[src/rtl/undistort_pkg.sv]
// Frame geometry, request address split and AXI constants shared by the
// undistort cache and its line fetcher.
package undistort_pkg;

  localparam int FRAME_W    = 1280;
  localparam int FRAME_H    = 720;
  localparam int BLOCK_PIX  = 32;
  localparam int BEAT_BYTES = 16;

  localparam int ADDR_WIDTH = 16;
  localparam int ROW_MSB    = 15;
  localparam int ROW_LSB    = 6;

  typedef enum logic [1:0] {
    IDLE,
    ADDR,
    DATA,
    COOL
  } state_t;

  localparam logic [1:0] BURST_INCR = 2'b01;
  localparam logic [1:0] RESP_OKAY  = 2'b00;

endpackage

[src/rtl/line_addr_calc.sv]
// Converts a {row, 32-pixel block} request into the burst byte address and
// flags requests outside the frame; the address is registered on i_load.
module line_addr_calc
  import undistort_pkg::ADDR_WIDTH;
  import undistort_pkg::ROW_MSB;
  import undistort_pkg::ROW_LSB;
  import undistort_pkg::BLOCK_PIX;
#(
  parameter logic [31:0] FRAME_BASE     = 32'h0100_0000,
  parameter int          LINE_STRIDE    = 1280,
  parameter int          FRAME_H        = 720,
  parameter int          BLOCKS_PER_ROW = 40
) (
  input  logic                  clk,
  input  logic                  rst,
  input  logic                  i_load,
  input  logic [ADDR_WIDTH-1:0] i_addr,
  output logic                  o_in_range,
  output logic [31:0]           o_araddr
);

  localparam int ROW_W     = ROW_MSB - ROW_LSB + 1;
  localparam int BLK_W     = ROW_LSB;
  localparam int BLK_SHIFT = $clog2(BLOCK_PIX);

  logic [ROW_W-1:0] w_row;
  logic [BLK_W-1:0] w_blk;
  logic [31:0]      w_row_off;
  logic [31:0]      w_blk_off;
  logic [31:0]      w_addr;

  assign w_row = i_addr[ROW_MSB:ROW_LSB];
  assign w_blk = i_addr[ROW_LSB-1:0];

  assign o_in_range = (32'(w_row) < 32'(FRAME_H)) &&
                      (32'(w_blk) < 32'(BLOCKS_PER_ROW));

  // The 1280-byte stride is a shift-add; the 21-bit sum covers row 1023.
  generate
    if (LINE_STRIDE == 1280) begin : g_shift_add
      logic [20:0] w_prod;
      assign w_prod    = {1'b0, w_row, 10'b0} + {3'b0, w_row, 8'b0};
      assign w_row_off = {11'b0, w_prod};
    end else begin : g_mult
      assign w_row_off = 32'(w_row) * 32'(LINE_STRIDE);
    end
  endgenerate

  assign w_blk_off = {{(32-BLK_W-BLK_SHIFT){1'b0}}, w_blk, {BLK_SHIFT{1'b0}}};
  assign w_addr    = FRAME_BASE + w_row_off + w_blk_off;

  // NOTE: state is updated with <= so every flop samples pre-edge values.
  always_ff @(posedge clk) begin
    if (rst) begin
      o_araddr <= '0;
    end else if (i_load) begin
      o_araddr <= w_addr;
    end
  end

endmodule

[src/rtl/line_fetch_axi_reader.sv]
// Cache-miss read responder: one 2-beat INCR burst per request, registered
// beat forwarding, sticky protocol error flag and a post-burst cooldown.
module line_fetch_axi_reader
  import undistort_pkg::state_t;
  import undistort_pkg::IDLE;
  import undistort_pkg::ADDR;
  import undistort_pkg::DATA;
  import undistort_pkg::COOL;
  import undistort_pkg::BURST_INCR;
  import undistort_pkg::RESP_OKAY;
  import undistort_pkg::BEAT_BYTES;
  import undistort_pkg::ADDR_WIDTH;
#(
  parameter logic [31:0] FRAME_BASE     = 32'h0100_0000,
  parameter int          LINE_STRIDE    = undistort_pkg::FRAME_W,
  parameter int          FRAME_H        = undistort_pkg::FRAME_H,
  parameter int          BLOCKS_PER_ROW = 40,
  parameter int          BURST_LEN      = 2,
  parameter int          COOLDOWN       = 2
) (
  input  logic                  clk,
  input  logic                  rst,
  input  logic                  r_request,
  input  logic [ADDR_WIDTH-1:0] r_addr,
  output logic [127:0]          r_data,
  output logic                  r_valid,
  output logic                  r_last,
  output logic                  rd_err,
  output logic                  range_err,
  output logic [31:0]           m_axi_araddr,
  output logic [7:0]            m_axi_arlen,
  output logic [2:0]            m_axi_arsize,
  output logic [1:0]            m_axi_arburst,
  output logic                  m_axi_arvalid,
  input  logic                  m_axi_arready,
  input  logic [127:0]          m_axi_rdata,
  input  logic [1:0]            m_axi_rresp,
  input  logic                  m_axi_rlast,
  input  logic                  m_axi_rvalid,
  output logic                  m_axi_rready
);

  localparam logic [7:0] LAST_BEAT = 8'(BURST_LEN - 1);
  localparam logic [7:0] BEAT_CAP  = 8'(BURST_LEN);
  localparam logic [7:0] COOL_INIT = 8'(COOLDOWN);

  state_t     r_state;
  logic [7:0] r_beat;
  logic [7:0] r_cool;
  logic       w_in_range;
  logic       w_load;

  assign w_load = (r_state == IDLE) && r_request && w_in_range;

  line_addr_calc #(
    .FRAME_BASE     (FRAME_BASE),
    .LINE_STRIDE    (LINE_STRIDE),
    .FRAME_H        (FRAME_H),
    .BLOCKS_PER_ROW (BLOCKS_PER_ROW)
  ) u_addr_calc (
    .clk        (clk),
    .rst        (rst),
    .i_load     (w_load),
    .i_addr     (r_addr),
    .o_in_range (w_in_range),
    .o_araddr   (m_axi_araddr)
  );

  assign m_axi_arlen   = LAST_BEAT;
  assign m_axi_arsize  = 3'($clog2(BEAT_BYTES));
  assign m_axi_arburst = BURST_INCR;

  always_ff @(posedge clk) begin
    if (rst) begin
      r_state       <= IDLE;
      r_beat        <= '0;
      r_cool        <= '0;
      r_data        <= '0;
      r_valid       <= 1'b0;
      r_last        <= 1'b0;
      rd_err        <= 1'b0;
      range_err     <= 1'b0;
      m_axi_arvalid <= 1'b0;
      m_axi_rready  <= 1'b0;
    end else begin
      r_valid   <= 1'b0;
      r_last    <= 1'b0;
      range_err <= 1'b0;
      unique case (r_state)
        IDLE: begin
          if (r_request) begin
            if (w_in_range) begin
              m_axi_arvalid <= 1'b1;
              r_state       <= ADDR;
            end else begin
              range_err <= 1'b1;
              r_cool    <= COOL_INIT;
              r_state   <= COOL;
            end
          end
        end
        ADDR: begin
          if (m_axi_arready) begin
            m_axi_arvalid <= 1'b0;
            m_axi_rready  <= 1'b1;
            r_beat        <= '0;
            r_state       <= DATA;
          end
        end
        DATA: begin
          if (m_axi_rvalid) begin
            r_data  <= m_axi_rdata;
            r_valid <= 1'b1;
            r_last  <= m_axi_rlast;
            // Any rresp error or an rlast not on the final beat is sticky.
            if (m_axi_rresp != RESP_OKAY) rd_err <= 1'b1;
            if (m_axi_rlast != (r_beat == LAST_BEAT)) rd_err <= 1'b1;
            if (r_beat < BEAT_CAP) r_beat <= r_beat + 8'd1;
            if (m_axi_rlast) begin
              m_axi_rready <= 1'b0;
              r_cool       <= COOL_INIT;
              r_state      <= COOL;
            end
          end
        end
        COOL: begin
          if (r_cool <= 8'd1) r_state <= IDLE;
          else r_cool <= r_cool - 8'd1;
        end
        default: r_state <= IDLE;
      endcase
    end
  end

endmodule

[config.mk]
export PLATFORM = sky130hd
export DESIGN_NAME = line_fetch_axi_reader
export DESIGN_NICKNAME = d
export VERILOG_FILES = /design/src/rtl/undistort_pkg.sv /design/src/rtl/line_addr_calc.sv /design/src/rtl/line_fetch_axi_reader.sv
export SDC_FILE = /design/constraint.sdc
export NUM_CORES = 1
export LEC_CHECK = 0
export CELL_PAD_IN_SITES_DETAIL_PLACEMENT = 1
export CELL_PAD_IN_SITES_GLOBAL_PLACEMENT = 1
export CORE_MARGIN = 10
export CORE_UTILIZATION = 26
export CTS_CLUSTER_SIZE = 25
export DETAILED_ROUTE_END_ITERATION = 10
export PLACE_DENSITY = 0.85
export SYNTH_ARGS = -nofsm -noshare
export SYNTH_HDL_FRONTEND = slang
export SYNTH_SLANG_ARGS = --single-unit
[constraint.sdc]
create_clock -name clk -period 2.8 [get_ports clk]
set_clock_uncertainty 0.2 [all_clocks]
set_input_delay 0.56 -clock clk [delete_from_list [all_inputs] [get_ports clk]]
set_output_delay 0.56 -clock clk [all_outputs]
set_load 0.03 [all_outputs]
## After elaboration in Yosys (flattened, before gate mapping)

Index checks and enable logic that the tools add are counted.

| word-level totals | value |
|---|---|
| input bits | 152 |
| output and inout port bits | 179 |
| word-level logic and storage cells | 86 |
| register bits after elaboration | 184 |

| cells by class | value |
|---|---|
| bitwise logic cells | 4 |
| $add $sub $neg | 5 |
| magnitude comparators | 4 |
| reduce and logical (&&, ||, !) cells | 19 |
| equality and inequality tests | 14 |
| multiplexer cells | 29 |

Operators with widths:

| kind | number |
|---|---|
| $mux 8 | 8 |
| $add 32x11->32 | 1 |
| $add 25x21->26 const A | 1 |
| $pmux 8 s3 | 1 |
| $add 20x18->21 | 1 |
| $ne 2x2->1 const B | 9 |
| $pmux 8 s2 | 1 |
| $mux 2 | 6 |
| $reduce_and 4->1 | 3 |
| $lt 10x10->1 const B | 1 |
| $mux 1 | 10 |
| $add 8x1->8 const B | 1 |
| $eq 8x1->1 const B | 1 |
| $le 8x1->1 const B | 1 |
| $lt 8x2->1 const B | 1 |
| $pmux 2 s4 | 1 |
| $reduce_bool 2->1 | 4 |
| $sub 8x1->8 const B | 1 |
| $lt 6x6->1 const B | 1 |
| $reduce_and 6->1 | 1 |
| $reduce_or 3->1 | 2 |
| $reduce_and 5->1 | 1 |
| $eq 2x2->1 const B | 2 |
| $not 1->1 | 4 |
| 9 further kinds | 12 |

## Longest topological paths before layout

| depth | value |
|---|---|
| depth after elaboration | 5 |
| mapped depth | 9 |

## Cells and area by module

A second synthesis with hierarchy kept.

| unflattened totals | value |
|---|---|
| cells, all modules | 857 |
| area, all modules | 6980.4 sq um |

By module, submodules not included:

| module | cells an instance | area each (sq um) | times used |
|---|---|---|---|
| line_fetch_axi_reader | 714 | 5689.2 | 1 |
| line_addr_calc | 143 | 1291.2 | 1 |

## Worst setup path after synthesis

Ideal clock, no wire load.

| timing path | value |
|---|---|
| kind | input to register |
| start point | input r_addr[6] |
| end point | register u_addr_calc.o_araddr[20] |
| arrival time | 2.653 ns |
| cell stages on the path | 8 |
| slack | -0.123 ns |
| library setup time | 0.070 ns |
| cell sequence | ha_1 -> fa_1 -> a21o_1 -> a221oi_4 -> xnor2_1 -> nand4_2 -> or4b_1 -> a21oi_1 |

| between the ends | value |
|---|---|
| cells in the longest elaborated chain, start to end | 3 |
| elaborated cells between the ends (all ways) | 6 |
| those cells by class | add/sub (3); order compare (1); reduce/logical (2) |

RTL lines:

| item | RTL line | source |
|---|---|---|
| start: declaration | line_fetch_axi_reader.sv:24 | `input logic [ADDR_WIDTH-1:0] r_addr,` |
| $add 20x18->21 / $lt 10x10->1 (equally long branches) | line_addr_calc.sv:42, line_addr_calc.sv:35 |  |
| $add 25x21->26 / $logic_and 1x1->1 (equally long branches) | line_addr_calc.sv:50, line_addr_calc.sv:35 |  |
| $add 32x11->32 / $logic_and 1x1->1 (equally long branches) | line_addr_calc.sv:50, line_fetch_axi_reader.sv:53 |  |
| end signal: assignment | line_addr_calc.sv:57 | `o_araddr <= w_addr;` |
| end: declaration | line_addr_calc.sv:19 | `output logic [31:0] o_araddr` |

Parallel ways exist; a longest one is shown, timed or not.
A chain may end at the register's enable or synchronous reset.

## Final worst setup path

| timing path | value |
|---|---|
| start point | input r_addr[9] |
| end point | register u_addr_calc.o_araddr[20] |

The elaborated chain is that of the path after synthesis.

==> key figures <==
Global route
  • GRT Overall Usage: 15.2%
  • First-pass GRT wire length: 41,600 µm
  • Vias in the first global route: 7,613
  • Initial antenna violation count: 1
  • Largest net degree at the start of global routing: 67
  • GRT overflow: 0

Die
  • Chip Width: ~190 µm
  • Initial Util: 26.4%
  • # rows: 60
  • Die Height: 186 µm
  • Area of the core: between 20,000 and 30,000 µm²
  • Die ar.: 34,400 µm²
  • Top Ports: 331

CTS
  • CTS root buf: clkbuf_16
  • CTS tree: done
  • Longest Clk Path Bufs: 2
  • Sink Count: 170
  • H-tree levels: 4
  • Num CTS Buffers: 17
  • Skew-Pair Late Insertion Delay: 420 ps
  • Clk pin slew, worst setup/hold paths: approximately 70 ps
  • CTS Hold Bufs: 0

Logic synthesis
  • Post-synthesis sequential area ratio: 47.8%
  • Primary FF master, synth: dfxtp_1
  • Biggest area consumer among synthesized cells: dfxtp_1
  • Synth unique cells: 61
  • Syn avg cell area: 8.01 µm²
  • Yosys top cell area share: 47.8%
  • Count leader, synth: nand2_1
  • Synth warnings: 0
  • Synth area leaders: dfxtp_1 48%, nand2_1 15%, a21oi_1 11%
  • Post-Syn Instances: about 900
  • Asr flop ratio synth: 0%
  • Cell Area, Synth: around 7000 µm²
  • Most instantiated cells after synthesis: 286 x nand2_1, 170 x dfxtp_1, 155 x a21oi_1
  • EDFF count, synth: 0
  • Yosys reg bits: 170

Critical path
  • Worst r2r path cells: 8
  • Crit path DAT: ~2900 ps
  • Setup crit start kind: input pin
  • RR Endpoint: r_cool[5]
  • Crit path kind: input pin to flop
  • CP required: about 3000 ps
  • Reg2reg start: r_state[0]
  • CP Capture Type: flop
  • Worst Path Max Fanout: 3
  • R2R setup slack: 310 ps

STA
  • Period utilisation layout: 96.5%
  • Final setup vio count: 0
  • Worst-Margin Slew: 572 ps
  • Final setup margin: 96.6 ps
  • Slew Viols, Final: 0
  • Setup TNS: 0 ps
  • RSZ-0062 raised after global routing: false
  • Min cycle time layout: 2700 ps
  • Slew HR: between 60% and 70%
  • Final hold vios: 0
  • F_max: between 0.3 and 0.4 GHz

Worst hold path
  • Hold endpoint: u_addr_calc.o_araddr[12]
  • Hold Crit Start: u_addr_calc.o_araddr[12]
  • Worst Hold Class: flop to flop
  • Hold depth: 2

Final layout
  • Non-Filler Instances: 1,584
  • Fillcell total: about 3,200
  • Final Cell Area: 11,500 µm²
  • Share of layout cells above drive strength 1: approximately a tenth
  • Nets: 1,404
  • Sequential cell area: 3400 µm²
  • Area occupied by multi-input gates: 3450 µm²
  • Area growth, synth to finish: 61.9%
  • # diodes: 0

Drt
  • First drt pass iteration count: 4
  • # DRC: 0
  • Drt total wl: 27,600 µm
  • Via density: 4.60
  • Final ANT Viol Nets: 0
  • Via Count: around 7,300
  • Initial DRC Count: 214
  • DR WL/cell: 17.5 µm

Pwr
  • Pwr dens: 709 nW/µm²
  • Final Power: 8.18 mW
  • Peak VDD IR: 0.308 mV
  • Leakage: about 4.3 nW

Place
  • Setup WS pre-CTS: -724 ps
  • # port buffers: 303
  • DP Cell Count: 1,547
  • Post-DP Area: 10,900 µm²
  • GP Congestion: 0.769
  • Post-DP HPWL: 21,200 µm

Run status
  • Status: finished, final reports clean

Job
  • Max cap viols: 0
==> per-stage QoR <==
stage	hold slack, ps	util [%]
4_1_cts	254	42.6
3_5_place_dp	247	40.3
6_report	252	42.8
2_1_floorplan	237	-
3_3_place_gp	241	40.3
5_1_grt	272	42.8
==> worst max-delay path, stage by stage <==
cell           delay, ps
dlygate4sd2_1        320
fa_2                 390
a21o_1               190
a221oi_4             340
buf_4                180
mux2_4               150
nand3_1              100
or4b_4               500
a21oi_2              140
==> where the power goes <==
| part | total, mW | internal, mW | switching (mW) |
|---|---|---|---|
| Clock | 2.43 | 1.28 | 1.15 |
| Sequential | 2.87 | 2.70 | 0.169 |
| Combinational | 2.88 | 1.23 | 1.65 |
| Total | 8.18 | 5.21 | 2.97 |
==> worst max path at each step <==
stage | start | end | slack [ps] | cells after the start
floorplan | r_addr[6] | u_addr_calc.o_araddr[20] | -40 | 8
global placement | r_addr[6] | u_addr_calc.o_araddr[20] | -670 | 9
detailed placement | r_addr[6] | u_addr_calc.o_araddr[20] | -720 | 9
CTS | r_addr[6] | u_addr_calc.o_araddr[20] | 8 | 9
global route | r_addr[3] | u_addr_calc.o_araddr[20] | 8 | 10
finish | r_addr[9] | u_addr_calc.o_araddr[20] | 100 | 9
==> registers in the layout, summed over array words and instances (netlist names), 2 cells and up <==
name                  cells
r_beat                    8
r_cool                    8
r_data                  128
r_state                   2
u_addr_calc.o_araddr     18
==> kinds of logic after synthesis <==
logic type,Yosys count,share of synthesized area [%]
compound gates,206,16.8
xor+xnor,17,2.09
fa+ha+maj,22,4.07
buf+inv,91,6.30
flops,170,47.8
mux,3,0.492
other cells,2,0.105
simple gates,379,22.4
==> final cells by class <==
class | count | share of cell area [%]
Clock inverter | 15 | 1.54
Timing Repair Buffer | 373 | 31.2
Inverter | 14 | 0.455
Clock buffer | 17 | 3.69
Multi-Input combinational cell | 654 | 29.9
Tap cell | 341 | 3.70
Sequential cell | 170 | 29.5
==> timing repair <==
item                                    4_1_cts  5_1_grt
resized for setup                             5       17
endpoints found under the setup margin        4        4
setup buffers                                 3        2
pin swaps                                     5        8
endpoints found under the hold margin         0        0
==> layout by cell type, fill, tap and decap left out, types with 3 or more instances in the layout <==
| master | netlist | final |
|---|---|---|
| o211ai_1 | 3 | 3 |
| a21o_1 | 7 | 7 |
| inv_8 | 0 | 3 |
| nand4_1 | 3 | 3 |
| xor2_1 | 5 | 5 |
| dfxtp_1 | 170 | 170 |
| nand2b_1 | 5 | 5 |
| nand3_1 | 7 | 7 |
| nand2_1 | 286 | 285 |
| o21ai_0 | 8 | 7 |
| buf_4 | 28 | 67 |
| a21oi_2 | 0 | 3 |
| dlygate4sd2_1 | 0 | 3 |
| xnor2_1 | 12 | 11 |
| nor2_1 | 39 | 39 |
| or3_1 | 5 | 5 |
| and2_1 | 7 | 6 |
| clkdlybuf4s50_1 | 0 | 294 |
| a21oi_1 | 155 | 152 |
| ha_4 | 0 | 3 |
| nor3_1 | 5 | 5 |
| dlymetal6s2s_1 | 0 | 3 |
| a31oi_1 | 3 | 3 |
| conb_1 | 2 | 27 |
| clkinv_8 | 0 | 3 |
| inv_1 | 13 | 13 |
| buf_12 | 0 | 4 |
| inv_6 | 0 | 5 |
| nor2b_1 | 5 | 5 |
| clkbuf_16 | 0 | 17 |
| a211oi_1 | 8 | 8 |
| ha_1 | 20 | 16 |
==> routing by layer <==
layer / vias to the layer above / global-route usage, % / routed length [µm]
met4: 2 / 3.90 / 495
li1: 3574 / - / -
met2: 222 / 26.9 / 13500
met3: 26 / 6.65 / 2600
met5: - / 0 / 13
met1: 3462 / 16.3 / 11000
Note: power is estimated with default switching activity, not from simulation.
